<file path="src/rtl/cntrl_pkg.sv">
// Shared types and frame layout for the pulse-sequencer command dispatcher.
package cntrl_pkg;

   typedef enum logic [3:0] {
      COLLECT,
      CHECK,
      WAIT_IDLE,
      STROBE,
      B0,
      B1,
      B2,
      B3,
      SET
   } state_t;

   localparam int FRAME_BYTES = 5;

   // Header byte layout: {chan, setting}
   localparam int CHAN_MSB = 7;
   localparam int CHAN_LSB = 4;
   localparam int SET_MSB  = 3;
   localparam int SET_LSB  = 0;

endpackage

</file>
<file path="src/rtl/cntrl_frame_buffer.sv">
// Collects one 5-byte host frame; holds it until the dispatcher clears it.
module cntrl_frame_buffer
   import cntrl_pkg::*;
(
   input  logic        clk,
   input  logic        reset,
   input  logic        wr,
   input  logic        clear,
   input  logic [7:0]  data,
   output logic [7:0]  header,
   output logic [31:0] value,
   output logic        last,
   output logic        full,
   output logic        empty
);

   localparam int CW = $clog2(FRAME_BYTES + 1);

   logic [CW-1:0] count;
   logic [7:0]    bytes_q [FRAME_BYTES];

   always_ff @(posedge clk or posedge reset) begin
      if (reset) begin
         count <= '0;
      end else if (clear) begin
         count <= '0;
      end else if (wr && !full) begin
         count <= count + 1'b1;
      end
   end

   // NOTE: the byte store is deliberately not reset; count decides which bytes are meaningful.
   always_ff @(posedge clk) begin
      for (int i = 0; i < FRAME_BYTES; i++) begin
         if (wr && count == CW'(i)) bytes_q[i] <= data;
      end
   end

   assign header = bytes_q[0];
   assign value  = {bytes_q[1], bytes_q[2], bytes_q[3], bytes_q[4]};
   assign last   = (count == CW'(FRAME_BYTES - 1));
   assign full   = (count == CW'(FRAME_BYTES));
   assign empty  = (count == '0);

endmodule

</file>
<file path="src/rtl/cntrl_pulse_dispatch.sv">
// Host frame dispatcher: buffers a frame, waits for the target channel to idle,
// then issues the fixed 6-cycle mask/cmd_data load burst and tracks data_ack.
module cntrl_pulse_dispatch
   import cntrl_pkg::*;
#(
   parameter int N_CHANNELS = 4,
   parameter int WAIT_LIMIT = 255
) (
   input  logic                  clk,
   input  logic                  reset,
   input  logic [7:0]            in_data,
   input  logic                  in_valid,
   output logic                  in_ready,
   output logic [7:0]            cmd_data,
   output logic [N_CHANNELS-1:0] mask,
   input  logic [N_CHANNELS-1:0] data_ack,
   output logic                  busy,
   input  logic                  err_clear,
   output logic                  err_bad_chan,
   output logic                  err_no_ack,
   output logic                  err_timeout,
   output logic [15:0]           frame_count
);

   localparam int WW = $clog2(WAIT_LIMIT + 1);

   state_t                  state, next_state;
   logic [WW-1:0]           wait_cnt, wait_next;
   logic                    ack_ok, ack_ok_next;
   logic                    wr, clear, last, full, empty;
   logic [7:0]              header;
   logic [31:0]             value;
   logic [CHAN_MSB-CHAN_LSB:0] chan;
   logic [SET_MSB-SET_LSB:0]   setting;
   logic [N_CHANNELS-1:0]   sel;
   logic                    bad_chan, tgt_ack, in_burst;
   logic                    set_bad, set_timeout, set_no_ack, count_inc;
   logic                    busy_next;
   logic [7:0]              cmd_next;

   assign wr    = in_valid & in_ready;
   assign clear = (state != COLLECT) && (next_state == COLLECT);

   cntrl_frame_buffer u_buf (
      .clk    (clk),
      .reset  (reset),
      .wr     (wr),
      .clear  (clear),
      .data   (in_data),
      .header (header),
      .value  (value),
      .last   (last),
      .full   (full),
      .empty  (empty)
   );

   assign chan     = header[CHAN_MSB:CHAN_LSB];
   assign setting  = header[SET_MSB:SET_LSB];
   assign bad_chan = (int'(chan) >= N_CHANNELS);
   // An out-of-range channel shifts the strobe off the end, so sel is all zero.
   assign sel      = N_CHANNELS'(1) << chan;
   assign tgt_ack  = |(data_ack & sel);
   assign in_burst = state inside {B0, B1, B2, B3, SET};

   // NOTE: every always_comb output gets a default first so no path infers a latch.
   always_comb begin
      next_state  = state;
      wait_next   = wait_cnt;
      ack_ok_next = ack_ok;
      set_bad     = 1'b0;
      set_timeout = 1'b0;
      set_no_ack  = 1'b0;
      count_inc   = 1'b0;
      case (state)
         COLLECT: if (wr && last) next_state = CHECK;
         CHECK: begin
            if (bad_chan || !full) begin
               set_bad    = bad_chan;
               next_state = COLLECT;
            end else if (tgt_ack) begin
               wait_next  = '0;
               next_state = WAIT_IDLE;
            end else begin
               next_state = STROBE;
            end
         end
         WAIT_IDLE: begin
            if (!tgt_ack) begin
               next_state = STROBE;
            end else if (wait_cnt == WW'(WAIT_LIMIT - 1)) begin
               set_timeout = 1'b1;
               next_state  = COLLECT;
            end else begin
               wait_next = wait_cnt + 1'b1;
            end
         end
         STROBE: begin
            ack_ok_next = 1'b1;
            next_state  = B0;
         end
         B0:  next_state = B1;
         B1:  next_state = B2;
         B2:  next_state = B3;
         B3:  next_state = SET;
         SET: begin
            count_inc  = ack_ok & tgt_ack;
            next_state = COLLECT;
         end
         default: next_state = COLLECT;
      endcase

      if (in_burst && !tgt_ack) begin
         set_no_ack  = 1'b1;
         ack_ok_next = 1'b0;
      end

      case (next_state)
         B0:      cmd_next = value[31:24];
         B1:      cmd_next = value[23:16];
         B2:      cmd_next = value[15:8];
         B3:      cmd_next = value[7:0];
         SET:     cmd_next = {4'b0, setting};
         default: cmd_next = 8'h00;
      endcase

      busy_next = (next_state != COLLECT) || (state == COLLECT && (wr || !empty));
   end

   // NOTE: sequential state uses non-blocking assignments only, so every flop sees pre-edge values.
   always_ff @(posedge clk or posedge reset) begin
      if (reset) begin
         state        <= COLLECT;
         wait_cnt     <= '0;
         ack_ok       <= 1'b0;
         in_ready     <= 1'b1;
         cmd_data     <= 8'h00;
         mask         <= '0;
         busy         <= 1'b0;
         err_bad_chan <= 1'b0;
         err_no_ack   <= 1'b0;
         err_timeout  <= 1'b0;
         frame_count  <= 16'h0000;
      end else begin
         state        <= next_state;
         wait_cnt     <= wait_next;
         ack_ok       <= ack_ok_next;
         in_ready     <= (next_state == COLLECT);
         cmd_data     <= cmd_next;
         mask         <= (next_state == STROBE) ? sel : '0;
         busy         <= busy_next;
         // Sticky flags: a new event in the same cycle beats err_clear.
         err_bad_chan <= set_bad     | (err_bad_chan & ~err_clear);
         err_no_ack   <= set_no_ack  | (err_no_ack   & ~err_clear);
         err_timeout  <= set_timeout | (err_timeout  & ~err_clear);
         if (count_inc) frame_count <= frame_count + 16'd1;
      end
   end

endmodule

</file>
<file path="config.mk">
export PLATFORM = sky130hd
export DESIGN_NAME = cntrl_pulse_dispatch
export DESIGN_NICKNAME = d
export VERILOG_FILES = /design/src/rtl/cntrl_pkg.sv /design/src/rtl/cntrl_frame_buffer.sv /design/src/rtl/cntrl_pulse_dispatch.sv
export SDC_FILE = /design/constraint.sdc
export NUM_CORES = 1
export LEC_CHECK = 0
export BUFFER_PORTS_ARGS = -buffer_cell sky130_fd_sc_hd__buf_2
export CAP_MARGIN = 20
export CORE_ASPECT_RATIO = 0.8
export CORE_MARGIN = 2
export CORE_UTILIZATION = 38
export CTS_BUF_LIST = sky130_fd_sc_hd__clkbuf_16
export CTS_CLUSTER_SIZE = 30
export DETAILED_ROUTE_END_ITERATION = 8
export PLACE_DENSITY_LB_ADDON = 0.12
export SETUP_SLACK_MARGIN = 0.15
export SYNTH_ARGS = -nofsm -noshare
export SYNTH_HDL_FRONTEND = slang
export SYNTH_SLANG_ARGS = --single-unit
</file>
<file path="constraint.sdc">
create_clock -name clk -period 2.3 [get_ports clk]
set_input_delay 0.115 -clock clk [delete_from_list [all_inputs] [get_ports clk]]
set_output_delay 0.115 -clock clk [all_outputs]
set_load 0.01 [all_outputs]
</file>
==> flow_summary.yaml, run 1 <==
clock_tree:
  numCtsBuffers: 9
  cts-htree-levels: 3
  max-clock-path-buffers: 2
  cts_tree: "yes"
  clock-sinks: 89
  clk_latency_ns: 0.34
  cts-root-buf: "clkbuf_16"
  path_clk_slew_ns: 0.07
critical_path:
  cpMaxStageDelayCell: "dfrtp_1"
  worstSetupStartpointType: "flop"
  endpoint_kind: "flop"
  worstPathRequired_ns: 2.56
  reg2reg_depth: 6
  critPathBufInv: 1
  crit_fanout: 6
  cp.depth: 6
  crit_type: "flop to flop"
  max_stage_delay_ns: 0.45
  crit_family: "simple AND/OR/NAND/NOR gates"
  crit_chain: "inv_1 -> ha_1 -> and2_1 -> a211o_1 -> or4_1 -> a21oi_1"
  arrival_ns: 2.19
sta:
  max-slew-margin-rel_pct: 56.7
  finClkSkew_ns: 0.00885
  rsz0062_at_grt: "no"
  postLayoutSetupSlackWorst_ns: 0.367
  hold_violations: 0
  period_needed_ns: 1.93
  setup_viol: 0
  holdWs_ns: 0.0112
  drv_slew: 0
  max_freq_mhz: 517
  finalSetupTns_ns: 0
  tightest_slew_ns: 0.650
  period_share_pct: 84.1
global_route:
  globalRouteMet1Util_pct: 21.8
  gr-usage-met2_pct: 23.8
  antenna_found_initial: 0
  first_global_vias: 2556
  gr-max-usage-layer: "met2"
  grt_max_degree: 50
  grt_first_pass_wirelength_mm: 13.6
  grt_remaining_overflow: 0
  track_usage_pct: 15.7
  grt_util_met3_pct: 4.03
floorplan:
  dieArea_mm2: 0.0114
  ios: 49
  die_x_um: 119
  num_rows: 33
  start_util_pct: 39.0
  design.core.area_mm2: 0.0102
  die_h_um: 95.7
finish:
  finalNonFillerCells: 517
  layout-drive-gt1-share_pct: 26.5
  nNetsFinal: 396
  layout_common_cells: "48 x buf_2, 47 x dfrtp_1, 40 x edfxtp_1"
  fillCellCount: 971
  area_growth_pct: 19.9
  diodes: 0
  final_common_cell: "buf_2"
  regArea_mm2: 0.00243
  multiInputGateArea_mm2: 0.00145
logic_synthesis:
  synth_nets: 332
  yosysTopAreaCell: "dfrtp_1"
  synth_area_mm2: 0.00400
  ys.warnings.count: 0
  synthFlopType: "dfrtp_1"
  syn_avg_cell_area_um2: 13.0
  synth_cell_types: 50
  synth.area.top_cells: "dfrtp_1 30%, edfxtp_1 30%, xor2_1 3.5%"
  synth_top_area_share_pct: 30.1
  async_flop_share_pct: 55.1
  syn_inst: 308
  ys_ff_latch: 89
  synth_edf_count: 40
  ys_seq_area_share_pct: 60.8
power:
  vdd_drop_max_uv: 636
  p_per_area_mw_per_mm2: 1030
  finalPower_uw: 4920
  power_leakage_uw: 0.00206
route:
  wl_per_cell_um: 16.1
  antenna_left: 0
  via_per_inst: 5.09
  route.detailed.drc: 0
  drt_pass1_iterations: 4
  routed_wl_mm: 8.30
  via_count: 2630
  drt_iter0_markers: 143
place:
  dp_slack_ns: 0.224
  dp.final_hpwl_mm: 5.63
  numPortBuffers: 48
  gp_congestion: 0.747
  dp.cells: 499
run:
  max-cap-violations: 0
status:
  status: "complete, no violations"
hold_path:
  hold_depth: 1
  hold_path_class: "input port to flop"
==> state kept, by name (all words and copies together), names as in the netlist <==
register,count
err_bad_chan,1
busy,1
state,4
err_timeout,1
u_buf.bytes_q,40
err_no_ack,1
mask,4
in_ready,1
cmd_data,8
ack_ok,1
frame_count,16
wait_cnt,8
u_buf.count,3
==> power by group <==
part	total (uW)	internal (uW)	switching, uW
clock	1500	900	597
combinational	1320	558	763
sequential	2100	1890	207
total	4920	3350	1570
==> Yosys cell counts (3+ instances only) <==
cell      instances
a22o_1            3
nor2_1           14
nor4b_2           4
edfxtp_1         40
nand4_1           8
dfrtp_1          48
xor2_1           16
nor3b_1           7
nand2_1          13
a221o_1           3
nand3_1           8
o21bai_1          3
and2_1            4
mux2_2            7
ha_1              8
nor4_1            6
o31ai_1           5
clkbuf_1          4
a22oi_1           9
nor3_1           13
mux2i_1           8
a21oi_1           8
and4_1            3
buf_4             4
inv_1            13
nand2b_1          3
o21ai_0          12
==> routing by layer <==
metal	up-vias	share of wire (%)
met5	-	0
met4	0	1.2
met3	7	3.9
met2	50	45
met1	1277	50
li1	1296	-
==> cell type report <==
cell class | count | share of cell area (%)
tap | 140 | 3.66
clock inverter | 6 | 1.20
multi-input combinational | 194 | 30.4
sequential | 89 | 50.7
inverter | 13 | 1.02
timing repair buffer | 65 | 7.79
clock buffer | 10 | 5.23
==> worst paths after layout <==
check,start,slack [ns],to
min,in_data[0],0.01,u_buf.bytes_q[0][8]$_DFFE_PP_
min in group asynchronous,reset,0.48,cmd_data[2]$_DFF_PP0_
min reg2reg,frame_count[15]$_DFFE_PP0P_,0.46,frame_count[15]$_DFFE_PP0P_
max reg2reg,wait_cnt[0]$_DFFE_PP0P_,0.37,wait_cnt[7]$_DFFE_PP0P_
max in group asynchronous,reset,1.33,state[3]$_DFF_PP0_
max,wait_cnt[0]$_DFFE_PP0P_,0.37,wait_cnt[7]$_DFFE_PP0P_
==> stage by stage <==
stage,util (%),instance area (um2)
2_1_floorplan,-,4000
3_3_place_gp,43.5,4450
6_report,46.8,4790
5_1_grt,46.8,4790
4_1_cts,46.7,4780
3_5_place_dp,43.5,4450
==> logic make-up after synthesis <==
family / count (synthesis) / synth area share (%)
buf+inv: 25 / 3.16
xor+xnor: 18 / 3.95
fa+ha+maj: 8 / 2.51
flops: 89 / 60.8
mux: 15 / 3.98
simple gates: 94 / 14.9
compound gates: 59 / 10.7
==> timing repair <==
item / 4_1_cts / 5_1_grt
resized for setup: 0 / 2
endpoints found under the hold margin: 49 / 0
hold buffers: 2 / 0
buffers inserted: 0 / 0
endpoints found under the setup margin: 0 / 5
Power figures use the tool's default switching activity.
==> run 2, diff against run 1 <==
==> constraint.sdc (replaced) <==
create_clock -name clk -period 2 [get_ports clk]
set_input_delay 0.1 -clock clk [delete_from_list [all_inputs] [get_ports clk]]
set_output_delay 0.1 -clock clk [all_outputs]
set_load 0.01 [all_outputs]
==> flow_summary.yaml, run 2 (synthesis gave the netlist of run 1 again) <==
route:
  wl_met2_mm: 3.77
  drt_pass1_iterations: 4
  antenna_left: 0
  drt_iter0_markers: 177
  met3_length_um: 332
  wl_per_cell_um: 15.9
  routed_wl_mm: 8.42
  via_count: 2722
  via_per_inst: 5.13
  route.detailed.drc: 0
  drt-met1-wl_mm: 4.18
  highest_layer: "met4"
sta:
  setup_viol: 0
  finClkSkew_ns: 0.00521
  max-slew-margin-rel_pct: 62.2
  finalSetupTns_ns: 0
  period_share_pct: 90.5
  drv_slew: 0
  period_needed_ns: 1.81
  hold_violations: 0
  max_freq_mhz: 553
  rsz0062_at_grt: "yes"
  tightest_slew_ns: 0.566
floorplan:
  design.core.area_mm2: 0.0102
  die_x_um: 119
  dieArea_mm2: 0.0114
  num_rows: 33
  ios: 49
  die_h_um: 95.7
  start_util_pct: 39.0
critical_path:
  endpoint_kind: "flop"
  worstPathRequired_ns: 2.20
  critPathBufInv: 1
  crit_fanout: 24
  max_stage_delay_ns: 0.43
  cpMaxStageDelayCell: "edfxtp_1"
  crit_family: "flip-flops"
  crit_chain: "mux2_2 -> a22oi_2 -> buf_12 -> nand2_1 -> nor4_1"
  crit_type: "flop to flop"
  arrival_ns: 2.01
  worstSetupStartpointType: "flop"
finish:
  largest_register_ffs: 40
  final_common_cell: "buf_2"
  nNetsFinal: 410
  area_growth_pct: 23.1
  finalNonFillerCells: 531
  diodes: 0
  layout_common_cells: "48 x buf_2, 46 x dfrtp_1, 40 x edfxtp_1"
  layout-drive-gt1-share_pct: 29.7
  top_register: "u_buf.bytes_q"
  largestRegisters: "u_buf.bytes_q (40), frame_count (16)"
global_route:
  track_usage_pct: 16.1
  grt_first_pass_wirelength_mm: 13.8
  grt_max_degree: 25
  first_global_vias: 2640
  grt_remaining_overflow: 0
  antenna_found_initial: 0
clock_tree:
  max-clock-path-buffers: 2
  cts-root-buf: "clkbuf_16"
  cts-htree-levels: 3
  clock-sinks: 89
  numCtsBuffers: 9
  clk_latency_ns: 0.34
  path_clk_slew_ns: 0.06
  cts_tree: "yes"
place:
  gp_congestion: 0.788
  dp.final_hpwl_mm: 5.90
  dp.cells: 508
  numPortBuffers: 48
power:
  power_leakage_uw: 0.00214
  vdd_drop_max_uv: 452
  p_per_area_mw_per_mm2: 1160
  p_comb_share_pct: 30.2
  seqPwrFrac_pct: 41.7
  p_int_uw: 3880
  p_sw_uw: 1820
  clockPowerShare_pct: 28.2
  power.share.switching_pct: 32.0
run:
  max-cap-violations: 0
hold_path:
  hold_path_class: "input port to flop"
status:
  status: "complete, no violations"
==> run 2: changes by cell type in the layout (fill, tap and decap cells not counted), sizes merged <==
cell / change
dlygate4sd3: +3
clkinvlp: -1
clkinv: +2
buf: +11
clkbuf: -1
==> run 2: path summary, 6_finish.rpt <==
| kind | start | endpoint | slack [ns] | cells after the start |
|---|---|---|---|---|
| min in group asynchronous | reset | cmd_data[7]$_DFF_PP0_ | 0.35 | 3 |
| min | in_data[7] | u_buf.bytes_q[0][15]$_DFFE_PP_ | 0.008 | 1 |
| max reg2reg | u_buf.bytes_q[0][4]$_DFFE_PP_ | mask[2]$_DFF_PP0_ | 0.19 | 5 |
| max | u_buf.bytes_q[0][4]$_DFFE_PP_ | mask[2]$_DFF_PP0_ | 0.19 | 5 |
| max in group asynchronous | reset | wait_cnt[6]$_DFFE_PP0P_ | 1.02 | 4 |
| min reg2reg | frame_count[15]$_DFFE_PP0P_ | frame_count[15]$_DFFE_PP0P_ | 0.46 | 1 |
==> run 2: power by group through the flow <==
stage	registers [uW]	logic (uW)	clock network (uW)
finish	2380	1720	1610
global placement	2410	1640	0
global route	2410	1910	1740
CTS	2370	1690	1650
floorplan	2380	1100	0
detailed placement	2410	1650	0
==> run 2: metal layers <==
| metal | vias up | track usage, % |
|---|---|---|
| met2 | 56 | 25.2 |
| li1 | 1318 | - |
| met3 | 15 | 4.32 |
| met1 | 1333 | 21.5 |
| met4 | 0 | 6.15 |
| met5 | - | 0 |
==> run 2: area by class of cell <==
cell class	count	area (um2)
Sequential cell	89	2430
Clock buffer	9	225
Fill cell	958	5320
Timing Repair Buffer	79	502
Clock inverter	7	58.8
Multi-Input combinational cell	194	1480
Inverter	13	48.8
Tap cell	140	175
==> run 2: stage by stage <==
stage	worst slack, ns	hold slack (ns)	cell area [um2]	utilization, %	power [uW]
6_report	0.190	0.00816	4920	48.0	5700
5_1_grt	0.114	0.00544	4920	48.0	6060
4_1_cts	0.162	0.00601	4870	47.6	5710
3_5_place_dp	0.162	0.178	4530	44.2	4070
3_3_place_gp	0.181	0.168	4530	44.2	4050
2_1_floorplan	0.220	0.199	4000	-	3480
==> run 2: repair_timing <==
item                       CTS  global route
resized for setup            0            10
hold endpoints to repair    37             0
buffers inserted             1             1
pin swaps                    0             1
setup endpoints to repair    1            23
hold buffers                 5             0
==> run 3, diff against run 2 <==
--- a/config.mk
+++ b/config.mk
@@ -7,6 +7,8 @@
 export LEC_CHECK = 0
 export BUFFER_PORTS_ARGS = -buffer_cell sky130_fd_sc_hd__buf_2
 export CAP_MARGIN = 20
+export CELL_PAD_IN_SITES_DETAIL_PLACEMENT = 0
+export CELL_PAD_IN_SITES_GLOBAL_PLACEMENT = 1
 export CORE_ASPECT_RATIO = 0.8
 export CORE_MARGIN = 2
 export CORE_UTILIZATION = 38
==> flow_summary.yaml, run 3 (synthesis gave the netlist of run 1 again) <==
power:
  vdd_drop_max_uv: 581
  power_leakage_uw: 0.00216
  p_sw_uw: 1840
  seqPwrFrac_pct: 40.3
  power.share.switching_pct: 31.2
  clockPowerShare_pct: 29.7
  p_comb_share_pct: 30.0
  p_int_uw: 4060
  p_per_area_mw_per_mm2: 1180
sta:
  max-slew-margin-rel_pct: 67.9
  finClkSkew_ns: 0.00646
  rsz0062_at_grt: "yes"
  period_needed_ns: 1.82
  period_share_pct: 90.8
  finalSetupTns_ns: 0
  tightest_slew_ns: 0.481
  drv_slew: 0
  max_freq_mhz: 551
  hold_violations: 0
  setup_viol: 0
floorplan:
  ios: 49
  die_h_um: 95.7
  die_x_um: 119
  dieArea_mm2: 0.0114
  num_rows: 33
  design.core.area_mm2: 0.0102
  start_util_pct: 39.0
finish:
  largestRegisters: "u_buf.bytes_q (40), frame_count (16)"
  fillCellCount: 936
  top_register: "u_buf.bytes_q"
  layout_common_cells: "48 x buf_2, 46 x dfrtp_1, 40 x edfxtp_1"
  layout-drive-gt1-share_pct: 31.1
  regArea_mm2: 0.00243
  nNetsFinal: 414
  post-route-util_pct: 48.8
  multiInputGateArea_mm2: 0.00148
  diodes: 0
  area_growth_pct: 25.0
  final_common_cell: "buf_2"
  largest_register_ffs: 40
critical_path:
  cp-startpoint: "u_buf.bytes_q[0][7]$_DFFE_PP_"
  arrival_ns: 2.08
  max_stage_delay_ns: 0.51
  reg2reg_depth: 5
  crit_chain: "nor3b_1 -> a22oi_2 -> buf_12 -> or4_1 -> a21oi_1"
  crit_type: "flop to flop"
  cpMaxStageDelayCell: "or4_1"
  crit_family: "simple AND/OR/NAND/NOR gates"
  r2r_slack_ns: 0.18
  critPathBufInv: 1
  worstSetupStartpointType: "flop"
  worstPathRequired_ns: 2.26
  crit_fanout: 28
  endpoint_kind: "flop"
  r2r-start: "u_buf.bytes_q[0][7]$_DFFE_PP_"
  cp.depth: 5
global_route:
  track_usage_pct: 16.3
  grt_max_degree: 31
  globalRouteMet1Util_pct: 22.6
  grt_remaining_overflow: 0
  grt_first_pass_wirelength_mm: 14.0
  gr-usage-met2_pct: 24.4
  grt_util_met3_pct: 4.21
  gr-max-usage-layer: "met2"
  antenna_found_initial: 0
  first_global_vias: 2631
place:
  gp_congestion: 0.766
  numPortBuffers: 48
  dp.final_hpwl_mm: 6.04
clock_tree:
  max-clock-path-buffers: 2
  cts-htree-levels: 3
  clk_latency_ns: 0.34
  cts_tree: "yes"
  numCtsBuffers: 9
  path_clk_slew_ns: 0.06
  cts-root-buf: "clkbuf_16"
  clock-sinks: 89
route:
  wl_per_cell_um: 16.3
  drt_pass1_iterations: 4
  via_per_inst: 5.13
  routed_wl_mm: 8.70
  drt_iter0_markers: 167
  route.detailed.drc: 0
  antenna_left: 0
  via_count: 2747
status:
  status: "complete, no violations"
hold_path:
  hold_path_class: "input port to flop"
  hold_depth: 1
  hold_start: "in_data[4]"
run:
  max-cap-violations: 0
-- run 3: power by group through the flow --
stage / Clock (uW) / Sequential [uW] / Combinational, uW
after global routing: 1880 / 2410 / 1960
after floorplan: 0 / 2380 / 1100
final: 1750 / 2380 / 1770
after detailed placement: 0 / 2410 / 1690
after CTS: 1810 / 2380 / 1710
after global placement: 0 / 2410 / 1690
-- run 3: final timing paths --
check / endpoint
worst max-delay path: wait_cnt[7]$_DFFE_PP0P_
worst min-delay path: u_buf.bytes_q[0][36]$_DFFE_PP_
worst max register to register: wait_cnt[7]$_DFFE_PP0P_
worst min register to register: cmd_data[1]$_DFF_PP0_
max in group asynchronous: in_ready$_DFF_PP1_
min in group asynchronous: cmd_data[5]$_DFF_PP0_
-- run 3: per-stage QoR --
| step | area [um2] | setup WS [ns] | hold slack [ns] | instances | power [uW] |
|---|---|---|---|---|---|
| global route | 4990 | 0.0977 | 0.00435 | 535 | 6250 |
| global placement | 4550 | 0.149 | 0.148 | 509 | 4100 |
| detailed placement | 4550 | 0.166 | 0.156 | 509 | 4100 |
| finish | 4990 | 0.184 | 0.0117 | 535 | 5900 |
| CTS | 4920 | 0.168 | 0.00140 | 531 | 5900 |
| floorplan | 4000 | 0.220 | 0.199 | 308 | 3480 |
-- run 3: area by class of cell --
| cell class | instances | area share, % |
|---|---|---|
| Timing Repair Buffer | 83 | 10.9 |
| Clock inverter | 7 | 1.73 |
| Multi-Input combinational cell | 194 | 29.6 |
| Tap cell | 140 | 3.51 |
| Clock buffer | 9 | 4.51 |
| Sequential cell | 89 | 48.7 |
| Inverter | 13 | 0.977 |
-- run 3: per-layer routing --
metal	vias to the layer above	routed length (um)
li1	1336	-
met1	1357	4370
met2	44	3900
met3	10	301
met4	0	134
met5	-	0
-- run 3: repair_timing --
action / CTS / global route
pin swaps: 0 / 1
hold endpoints to repair: 41 / 0
endpoints found under the setup margin: 1 / 27
gates resized for setup: 1 / 10
setup buffers: 0 / 4
hold buffers: 6 / 0
